[src/rtl/coz_pkg.sv]
// Shared constants for the decode stage: RV32I major opcodes, the islem_o
// operation encodings and the bubble instruction word.
package coz_pkg;

  // Default bubble word: addi x0, x0, 0
  localparam logic [31:0] BOS_BUYRUK_VARSAYILAN = 32'h0000_0013;

  // RV32I major opcodes handled by this decoder
  localparam logic [6:0] OPK_LUI    = 7'b0110111;
  localparam logic [6:0] OPK_AUIPC  = 7'b0010111;
  localparam logic [6:0] OPK_JAL    = 7'b1101111;
  localparam logic [6:0] OPK_JALR   = 7'b1100111;
  localparam logic [6:0] OPK_BRANCH = 7'b1100011;
  localparam logic [6:0] OPK_LOAD   = 7'b0000011;
  localparam logic [6:0] OPK_STORE  = 7'b0100011;
  localparam logic [6:0] OPK_OP_IMM = 7'b0010011;
  localparam logic [6:0] OPK_OP     = 7'b0110011;

  // Operation codes carried on islem_o. Loads are kept contiguous so the
  // load class can be tested with a range compare.
  typedef enum logic [5:0] {
    ISLEM_NOP = 6'd0,
    ISLEM_LUI, ISLEM_AUIPC, ISLEM_JAL, ISLEM_JALR,
    ISLEM_BEQ, ISLEM_BNE, ISLEM_BLT, ISLEM_BGE, ISLEM_BLTU, ISLEM_BGEU,
    ISLEM_LB, ISLEM_LH, ISLEM_LW, ISLEM_LBU, ISLEM_LHU,
    ISLEM_SB, ISLEM_SH, ISLEM_SW,
    ISLEM_ADDI, ISLEM_SLTI, ISLEM_SLTIU, ISLEM_XORI, ISLEM_ORI, ISLEM_ANDI,
    ISLEM_SLLI, ISLEM_SRLI, ISLEM_SRAI,
    ISLEM_ADD, ISLEM_SUB, ISLEM_SLL, ISLEM_SLT, ISLEM_SLTU,
    ISLEM_XOR, ISLEM_SRL, ISLEM_SRA, ISLEM_OR, ISLEM_AND
  } islem_e;

  // True when the operation code belongs to the load class
  function automatic logic yukleme_mi(input logic [5:0] islem);
    return (islem >= ISLEM_LB) && (islem <= ISLEM_LHU);
  endfunction

  // rs1 is read by every opcode except LUI, AUIPC and JAL
  function automatic logic rs1_kullanir(input logic [6:0] opkod);
    return !((opkod == OPK_LUI) || (opkod == OPK_AUIPC) || (opkod == OPK_JAL));
  endfunction

  // rs2 is read only by BRANCH, STORE and OP
  function automatic logic rs2_kullanir(input logic [6:0] opkod);
    return (opkod == OPK_BRANCH) || (opkod == OPK_STORE) || (opkod == OPK_OP);
  endfunction

endpackage

[src/rtl/coz_imm_uretici.sv]
// Immediate generator: sign-extended RV32I I/S/B/U/J immediates, zero for
// R-type and unrecognised opcodes. Purely combinational.
module imm_uretici
  import coz_pkg::*;
(
  input  logic [31:0] buyruk_i,
  output logic [31:0] imm_o
);

  // Select the immediate layout from the major opcode
  always_comb begin
    imm_o = '0;
    case (buyruk_i[6:0])
      OPK_JALR, OPK_LOAD, OPK_OP_IMM:
        imm_o = {{20{buyruk_i[31]}}, buyruk_i[31:20]};
      OPK_STORE:
        imm_o = {{20{buyruk_i[31]}}, buyruk_i[31:25], buyruk_i[11:7]};
      OPK_BRANCH:
        imm_o = {{19{buyruk_i[31]}}, buyruk_i[31], buyruk_i[7],
                 buyruk_i[30:25], buyruk_i[11:8], 1'b0};
      OPK_LUI, OPK_AUIPC:
        imm_o = {buyruk_i[31:12], 12'b0};
      OPK_JAL:
        imm_o = {{11{buyruk_i[31]}}, buyruk_i[31], buyruk_i[19:12],
                 buyruk_i[20], buyruk_i[30:21], 1'b0};
      default: imm_o = '0;
    endcase
  end

endmodule

[src/rtl/coz.sv]
// Decode stage: splits the fetched word into fields, reads the register
// file, detects load-use hazards and registers the decoded bundle.
//
// Flow control: getir presents ps_i/buyruk_i every cycle. While durdur_o is
// high getir must hold the same ps_i/buyruk_i; the word is consumed on the
// first clock edge where durdur_o is low. bosalt_i discards whatever is in
// flight and loads a bubble regardless of durdur_i.
module coz
  import coz_pkg::*;
#(
  parameter logic [31:0] BOS_BUYRUK = BOS_BUYRUK_VARSAYILAN
) (
  input  logic        clk_i,
  input  logic        rst_i,
  input  logic [31:0] ps_i,
  input  logic [31:0] buyruk_i,
  input  logic        ongoru_gecerli_i,
  input  logic        durdur_i,
  input  logic        bosalt_i,
  output logic [4:0]  rs1_adres_o,
  output logic [4:0]  rs2_adres_o,
  input  logic [31:0] rs1_veri_i,
  input  logic [31:0] rs2_veri_i,
  output logic        durdur_o,
  output logic        gecerli_o,
  output logic [31:0] ps_o,
  output logic [5:0]  islem_o,
  output logic [4:0]  rd_o,
  output logic        rd_yaz_o,
  output logic [31:0] imm_o,
  output logic [31:0] rs1_deger_o,
  output logic [31:0] rs2_deger_o,
  output logic [4:0]  rs1_o,
  output logic [4:0]  rs2_o,
  output logic        ongoru_gecerli_o,
  output logic        gecersiz_buyruk_o
);

  logic [6:0]  opkod;
  logic [2:0]  f3;
  logic [6:0]  f7;
  logic [4:0]  rd_alan;
  logic [31:0] imm_d;
  islem_e      cozulen_islem;
  logic        yazar;
  logic        gecersiz;
  logic        tehlike;

  assign opkod       = buyruk_i[6:0];
  assign f3          = buyruk_i[14:12];
  assign f7          = buyruk_i[31:25];
  assign rd_alan     = buyruk_i[11:7];
  assign rs1_adres_o = buyruk_i[19:15];
  assign rs2_adres_o = buyruk_i[24:20];

  imm_uretici u_imm (
    .buyruk_i (buyruk_i),
    .imm_o    (imm_d)
  );

  // Field decode: operation code, destination-write class and illegal flag
  always_comb begin
    cozulen_islem = ISLEM_NOP;
    yazar         = 1'b0;
    gecersiz      = 1'b0;
    case (opkod)
      OPK_LUI:   begin cozulen_islem = ISLEM_LUI;   yazar = 1'b1; end
      OPK_AUIPC: begin cozulen_islem = ISLEM_AUIPC; yazar = 1'b1; end
      OPK_JAL:   begin cozulen_islem = ISLEM_JAL;   yazar = 1'b1; end
      OPK_JALR: begin
        yazar = 1'b1;
        if (f3 == 3'b000) cozulen_islem = ISLEM_JALR;
        else              gecersiz = 1'b1;
      end
      OPK_BRANCH: begin
        case (f3)
          3'b000:  cozulen_islem = ISLEM_BEQ;
          3'b001:  cozulen_islem = ISLEM_BNE;
          3'b100:  cozulen_islem = ISLEM_BLT;
          3'b101:  cozulen_islem = ISLEM_BGE;
          3'b110:  cozulen_islem = ISLEM_BLTU;
          3'b111:  cozulen_islem = ISLEM_BGEU;
          default: gecersiz = 1'b1;
        endcase
      end
      OPK_LOAD: begin
        yazar = 1'b1;
        case (f3)
          3'b000:  cozulen_islem = ISLEM_LB;
          3'b001:  cozulen_islem = ISLEM_LH;
          3'b010:  cozulen_islem = ISLEM_LW;
          3'b100:  cozulen_islem = ISLEM_LBU;
          3'b101:  cozulen_islem = ISLEM_LHU;
          default: gecersiz = 1'b1;
        endcase
      end
      OPK_STORE: begin
        case (f3)
          3'b000:  cozulen_islem = ISLEM_SB;
          3'b001:  cozulen_islem = ISLEM_SH;
          3'b010:  cozulen_islem = ISLEM_SW;
          default: gecersiz = 1'b1;
        endcase
      end
      OPK_OP_IMM: begin
        yazar = 1'b1;
        case (f3)
          3'b000: cozulen_islem = ISLEM_ADDI;
          3'b010: cozulen_islem = ISLEM_SLTI;
          3'b011: cozulen_islem = ISLEM_SLTIU;
          3'b100: cozulen_islem = ISLEM_XORI;
          3'b110: cozulen_islem = ISLEM_ORI;
          3'b111: cozulen_islem = ISLEM_ANDI;
          3'b001: begin
            if (f7 == 7'b0000000) cozulen_islem = ISLEM_SLLI;
            else                  gecersiz = 1'b1;
          end
          default: begin
            if (f7 == 7'b0000000)      cozulen_islem = ISLEM_SRLI;
            else if (f7 == 7'b0100000) cozulen_islem = ISLEM_SRAI;
            else                       gecersiz = 1'b1;
          end
        endcase
      end
      OPK_OP: begin
        yazar = 1'b1;
        case ({f7, f3})
          {7'b0000000, 3'b000}: cozulen_islem = ISLEM_ADD;
          {7'b0100000, 3'b000}: cozulen_islem = ISLEM_SUB;
          {7'b0000000, 3'b001}: cozulen_islem = ISLEM_SLL;
          {7'b0000000, 3'b010}: cozulen_islem = ISLEM_SLT;
          {7'b0000000, 3'b011}: cozulen_islem = ISLEM_SLTU;
          {7'b0000000, 3'b100}: cozulen_islem = ISLEM_XOR;
          {7'b0000000, 3'b101}: cozulen_islem = ISLEM_SRL;
          {7'b0100000, 3'b101}: cozulen_islem = ISLEM_SRA;
          {7'b0000000, 3'b110}: cozulen_islem = ISLEM_OR;
          {7'b0000000, 3'b111}: cozulen_islem = ISLEM_AND;
          default:              gecersiz = 1'b1;
        endcase
      end
      default: gecersiz = 1'b1;
    endcase
    // An illegal word never carries an operation downstream
    if (gecersiz) cozulen_islem = ISLEM_NOP;
  end

  // Load-use hazard against the load currently sitting in the output register
  always_comb begin
    tehlike = 1'b0;
    if (!rst_i && !bosalt_i && gecerli_o && yukleme_mi(islem_o) && (rd_o != 5'd0)) begin
      tehlike = ((rd_o == rs1_adres_o) && rs1_kullanir(opkod)) ||
                ((rd_o == rs2_adres_o) && rs2_kullanir(opkod));
    end
  end

  assign durdur_o = durdur_i | tehlike;

  // Output register: reset > flush > stall hold > hazard bubble > load
  always_ff @(posedge clk_i) begin
    if (rst_i) begin
      gecerli_o         <= 1'b0;
      ps_o              <= '0;
      islem_o           <= ISLEM_NOP;
      rd_o              <= '0;
      rd_yaz_o          <= 1'b0;
      imm_o             <= '0;
      rs1_deger_o       <= '0;
      rs2_deger_o       <= '0;
      rs1_o             <= '0;
      rs2_o             <= '0;
      ongoru_gecerli_o  <= 1'b0;
      gecersiz_buyruk_o <= 1'b0;
    end else if (bosalt_i || (!durdur_i && tehlike)) begin
      gecerli_o         <= 1'b0;
      islem_o           <= ISLEM_NOP;
      rd_yaz_o          <= 1'b0;
      ongoru_gecerli_o  <= 1'b0;
      gecersiz_buyruk_o <= 1'b0;
    end else if (!durdur_i) begin
      gecerli_o         <= (buyruk_i != BOS_BUYRUK);
      ps_o              <= ps_i;
      islem_o           <= cozulen_islem;
      rd_o              <= rd_alan;
      rd_yaz_o          <= yazar && !gecersiz && (rd_alan != 5'd0);
      imm_o             <= imm_d;
      rs1_deger_o       <= (rs1_adres_o == 5'd0) ? 32'd0 : rs1_veri_i;
      rs2_deger_o       <= (rs2_adres_o == 5'd0) ? 32'd0 : rs2_veri_i;
      rs1_o             <= rs1_adres_o;
      rs2_o             <= rs2_adres_o;
      ongoru_gecerli_o  <= ongoru_gecerli_i;
      gecersiz_buyruk_o <= gecersiz;
    end
  end

endmodule

[config.mk]
export PLATFORM = sky130hd
export DESIGN_NAME = coz
export DESIGN_NICKNAME = d
export VERILOG_FILES = /design/src/rtl/coz_pkg.sv /design/src/rtl/coz_imm_uretici.sv /design/src/rtl/coz.sv
export SDC_FILE = /design/constraint.sdc
export NUM_CORES = 1
export LEC_CHECK = 0
export BUFFER_PORTS_ARGS = -buffer_cell sky130_fd_sc_hd__buf_2
export CELL_PAD_IN_SITES_DETAIL_PLACEMENT = 0
export CELL_PAD_IN_SITES_GLOBAL_PLACEMENT = 1
export CORE_MARGIN = 1.5
export CORE_UTILIZATION = 37
export DETAILED_ROUTE_END_ITERATION = 8
export PLACE_DENSITY_LB_ADDON = 0.2
export SLEW_MARGIN = 20
export SYNTH_ARGS = -nofsm -noshare
export SYNTH_HDL_FRONTEND = slang
export SYNTH_SLANG_ARGS = --single-unit
[constraint.sdc]
create_clock -name clk_i -period 6.55 [get_ports clk_i]
set_input_delay 0.655 -clock clk_i [delete_from_list [all_inputs] [get_ports clk_i]]
set_output_delay 0.655 -clock clk_i [all_outputs]
set_load 0.02 [all_outputs]
After elaboration in Yosys (flattened, before gate mapping)
Cells that the tools add are included.
{"block": "classes", "magnitude_cmp": 2, "eq_ne": 29, "muxes": 26, "bitwise_logic": 3, "reduce_logical": 39}
{"operator": "one-hot mux 32 bit (5 select lines)", "count": 1}
{"operator": "2-to-1 mux 32 bit", "count": 2}
{"operator": "one-hot mux 6 bit (10 select lines)", "count": 1}
{"operator": "one-hot mux 6 bit (9 select lines)", "count": 1}
{"operator": "== test 10 x 3 -> 1 bit, second input constant", "count": 4}
{"operator": "one-hot mux 5 bit (7 select lines)", "count": 1}
{"operator": "!= test 32 x 5 -> 1 bit, second input constant", "count": 1}
{"operator": "== test 7 x 6 -> 1 bit, second input constant", "count": 4}
{"operator": "one-hot mux 4 bit (6 select lines)", "count": 1}
{"operator": "== test 7 bit, second input constant", "count": 3}
{"operator": "== test 10 x 2 -> 1 bit, second input constant", "count": 2}
{"operator": "== test 10 x 9 -> 1 bit, second input constant", "count": 2}
{"operator": "one-hot mux 4 bit (5 select lines)", "count": 1}
{"operator": "2-to-1 mux 5 bit", "count": 3}
{"operator": "one-hot mux 5 bit (3 select lines)", "count": 1}
{"operator": "== test 7 x 5 -> 1 bit, second input constant", "count": 2}
{"operator": "== test 3 bit, second input constant", "count": 4}
{"operator": "OR reduction 6 bit", "count": 2}
{"operator": "== test 10 x 1 -> 1 bit, second input constant", "count": 1}
{"operator": "== test 5 bit", "count": 2}
{"operator": "logical AND 1 bit", "count": 10}
{"operator": "logical NOT 10 bit", "count": 1}
{"operator": "logical NOT 5 bit", "count": 2}
{"operator": "2-to-1 mux 1 bit", "count": 10}
{"operator": "22 further kinds", "count": 37}
{"block": "word_totals", "register_bits": 153, "output_inout_bits": 164, "elab_cells": 111}

Depth between registers and ports, before layout
{"block": "depth", "ltp_word": 11, "depth_mapped": 11}

Modules after synthesis
From an unflattened synthesis, not the netlist that was laid out.
{"block": "hier_totals", "hier_cells": 896, "hier_area_um2": 8037.7}
{"module": "coz", "instances": 1, "cells_each": 818, "area_per_inst_um2": 7513.5, "seq_area_each_um2": 3062.9}
{"module": "imm_uretici", "instances": 1, "cells_each": 78, "area_per_inst_um2": 524.3, "seq_area_each_um2": 0.0}

Worst setup path after synthesis
Ideal clock, no wire load.
{"block": "synth_path", "kind": "input to output", "from": "input rst_i", "to": "output durdur_o", "t_arrival_ns": 2.244, "t_required_ns": 5.895, "slack_ns": 3.651, "cell_stages": 9, "n_path_buf": 4, "path_cell_list": "buf_2 > nor2_1 > nand3_1 > or3_1 > o221a_1 > buf_6 > inv_6 > buf_6 > buf_2"}
{"block": "synth_via", "elab_chain_len": 7}
{"element": "from (decl)", "line": "coz.sv:14", "rtl": "input logic rst_i,"}
{"element": "logical NOT 1 bit", "line": "coz.sv:150", "rtl": "if (!rst_i && !bosalt_i && gecerli_o && yukleme_mi(islem_o) && (rd_o != 5'd0)) begin"}
{"element": "logical AND 1 bit (4 in series)", "line": "coz.sv:150"}
{"element": "2-to-1 mux 1 bit", "line": "coz.sv:150"}
{"element": "bitwise OR 1 bit", "line": "coz.sv:156", "rtl": "assign durdur_o = durdur_i | tehlike;"}
{"element": "to (decl)", "line": "coz.sv:24", "rtl": "output logic durdur_o,"}
No other way between the ends.

Worst setup path in the final report
Ends and elaborated chain as after synthesis.

==> impl_metrics.toml <==
[finish]
syn_to_final_growth_pct = 26.8
drive_gt1_share_pct = 31.2
fin_util_pct = 47.9
nNetsFinal = 1238

[yosys]
synth_edf_count = 0
synthMuxAreaShare_pct = 0.272
yosysWarnings = 0
synth-seq-cells = 153
synth_most_common_cell = "dfxtp_1"
synth_area_sq_um = 7360
synthArstFlopShare_pct = 0
synthTopCellsByCount = "153 x dfxtp_1, 131 x a21oi_1, 125 x o21ai_0"
synthFlopType = "dfxtp_1"
synth_area_leaders = "dfxtp_1 42%, a21oi_1 8.9%, or4b_1 8.8%"
synth_cells = 885
synth-compound-area-share_pct = 25.1
syn_area_per_cell_sq_um = 8.31
netlist.area_leader.share_pct = 41.6
synth-simple-area-share_pct = 24.3
synth_xor_area_share_pct = 1.43
ys_seq_area_share_pct = 41.6
syn_nets = 1018
synthDistinctLibCells = 63
synth_top_area_cell = "dfxtp_1"
synth-adder-area-share_pct = 0
synth_top_family_by_area = "compound AO/OA/AOI/OAI gates"

[sta]
fin_ws_ns = 2.87
hold_viol_final = 0
max_freq_mhz = 272
period_needed_ns = 3.68
slew_headroom_pct = 28.1
setup-tns-final_ns = 0
drv_slew = 0
worstMarginPinSlew_ns = 1.07
finalClockSkew_ns = 0.00804
finalSetupViolations = 0
grt_setup_unrepaired = "false"
post-route-period-util_pct = 56.1

[floorplan]
chipHeight_um = 144
initial_core_util_pct = 37.8
num_io_pins = 297
num_rows = 51
core_area_sq_um = 19500
dieArea_sq_um = 20700
die_x_um = 144

[clock_network]
clockBufferDepth = 2
clk_pin_slew_ns = 0.06
cts_buffers = 17
post_cts_buffers = 0
cts.htree.levels = 4
cts_hold_buf = 0
clock_sinks = 153
cts_resized = 0
cts_tree = "built"
clock-root-buffer = "clkbuf_16"
worstSkewPairLatency_ns = 0.43

[critical_path]
cp.arrival_ns = 3.02
start_kind = "primary input"
crit_fanout = 115
cp-end-kind = "output pin"
worst_ep_required_time_ns = 5.89
crit_type = "primary input to output pin"

[global_route]
grt_max_degree = 130
grt.total_usage_pct = 23.7
antenna_found_initial = 1
grt_overflow = 0
grt_pass1_vias = 6846
grt_pass1_wl_mm = 38.4

[power]
leakage_nw = 3.92
irDropWorstVdd_mv = 0.175
power.density_nw_per_um2 = 249

[route]
drt-initial-drc-count = 605
dr.pass1.iters = 5
routed_wl_mm = 25.4
viasPerCell = 5.47
drc = 0
antenna_left = 0
wl_per_cell_um = 18.3
dr_total_vias = 7576

[run_status]
status = "completed"

[placed_design]
place_hpwl_mm = 16.7
gp_congestion = 0.835
io_buffers = 296
pre_cts_ws_ns = 2.46

[flow_run]
max_cap_violations = 0

[min_path]
hp-class = "primary input to register"
final timing paths:
kind / slack, ns / start / cells past startpoint / end
max: 2.87 / rst_i / 7 / durdur_o
min: 0.47 / ongoru_gecerli_i / 3 / ongoru_gecerli_o
max reg2reg: 3.30 / islem_o[3] / 8 / rs2_deger_o[29]
min reg2reg: 0.47 / rs2_deger_o[5] / 2 / rs2_deger_o[5]
metal layers:
metal  vias to the layer above  share of wire [%]  GRT usage, %
met3                        39                8.0          7.19
met5                         -                  0             0
met2                       299                 46          35.4
li1                       3708                  -             -
met1                      3530                 44          31.9
met4                         0                2.6          9.29
power breakdown:
group / internal (mW) / switching [mW]
clock: 0.553 / 0.433
combinational: 0.118 / 0.222
sequential: 0.972 / 0.0208
logic make-up (layout without fill, tap and decap cells):
| kind of cell | Yosys count | in the layout |
|---|---|---|
| muxes | 2 | 2 |
| AOI/OAI and AO/OA | 331 | 331 |
| buffers and inverters | 108 | 341 |
| DFF | 153 | 153 |
| and+or+nand+nor | 279 | 279 |
| xor gates and xnor gates | 12 | 12 |
| other | 0 | 2 |
state kept, by name, summed over array words and instances (netlist names):
| name | flops |
|---|---|
| rs1_deger_o | 32 |
| rs2_deger_o | 32 |
| islem_o | 6 |
| rs1_o | 5 |
| rd_o | 5 |
| gecerli_o | 1 |
| imm_o | 32 |
| gecersiz_buyruk_o | 1 |
| rs2_o | 5 |
| ps_o | 32 |
| rd_yaz_o | 1 |
| ongoru_gecerli_o | 1 |
worst max-delay path, cell delays in order:
cell     delay, ns
buf_4         0.31
nor2_1        0.30
nand3_1       0.15
or3_1         0.39
o221a_2       0.33
inv_6         0.52
buf_2         0.29
area by class of cell:
type	count	area, sq um
inverters	5	23.8
diodes	2	5.00
repair buffers	304	1550
fillers	2011	10100
multi-input cells	624	3770
clock inverters	13	134
clock buffers	19	453
well taps	265	332
flip-flops and latches	153	3060
cell usage in the layout (no fill, tap or decap), types with 4 or more instances in the layout:
cell,synthesis,routed
o21ai_0,125,125
clkbuf_16,0,17
nand2b_1,32,32
a22oi_1,24,24
or3_1,5,5
a211oi_1,9,9
nor2_1,31,29
nand2_1,39,39
dfxtp_1,153,153
or4_1,4,4
nand4_1,11,11
buf_4,10,10
nand3_1,53,53
buf_2,9,294
inv_6,1,4
o22ai_1,5,5
nor3_1,10,10
clkinvlp_4,0,5
or4b_1,65,65
o21ai_1,7,7
a21oi_1,131,131
xnor2_1,10,10
metrics by stage:
step / power [mW] / cell area [sq um] / hold WS (ns) / instances
floorplan: 1.23 / 7360 / 0.540 / 885
global placement: 1.35 / 8740 / 0.455 / 1351
detailed placement: 1.35 / 8740 / 0.459 / 1351
CTS: 2.34 / 9320 / 0.455 / 1383
global route: 2.43 / 9320 / 0.458 / 1383
finish: 2.32 / 9330 / 0.467 / 1385
Note: power is estimated with default switching activity, not from simulation.
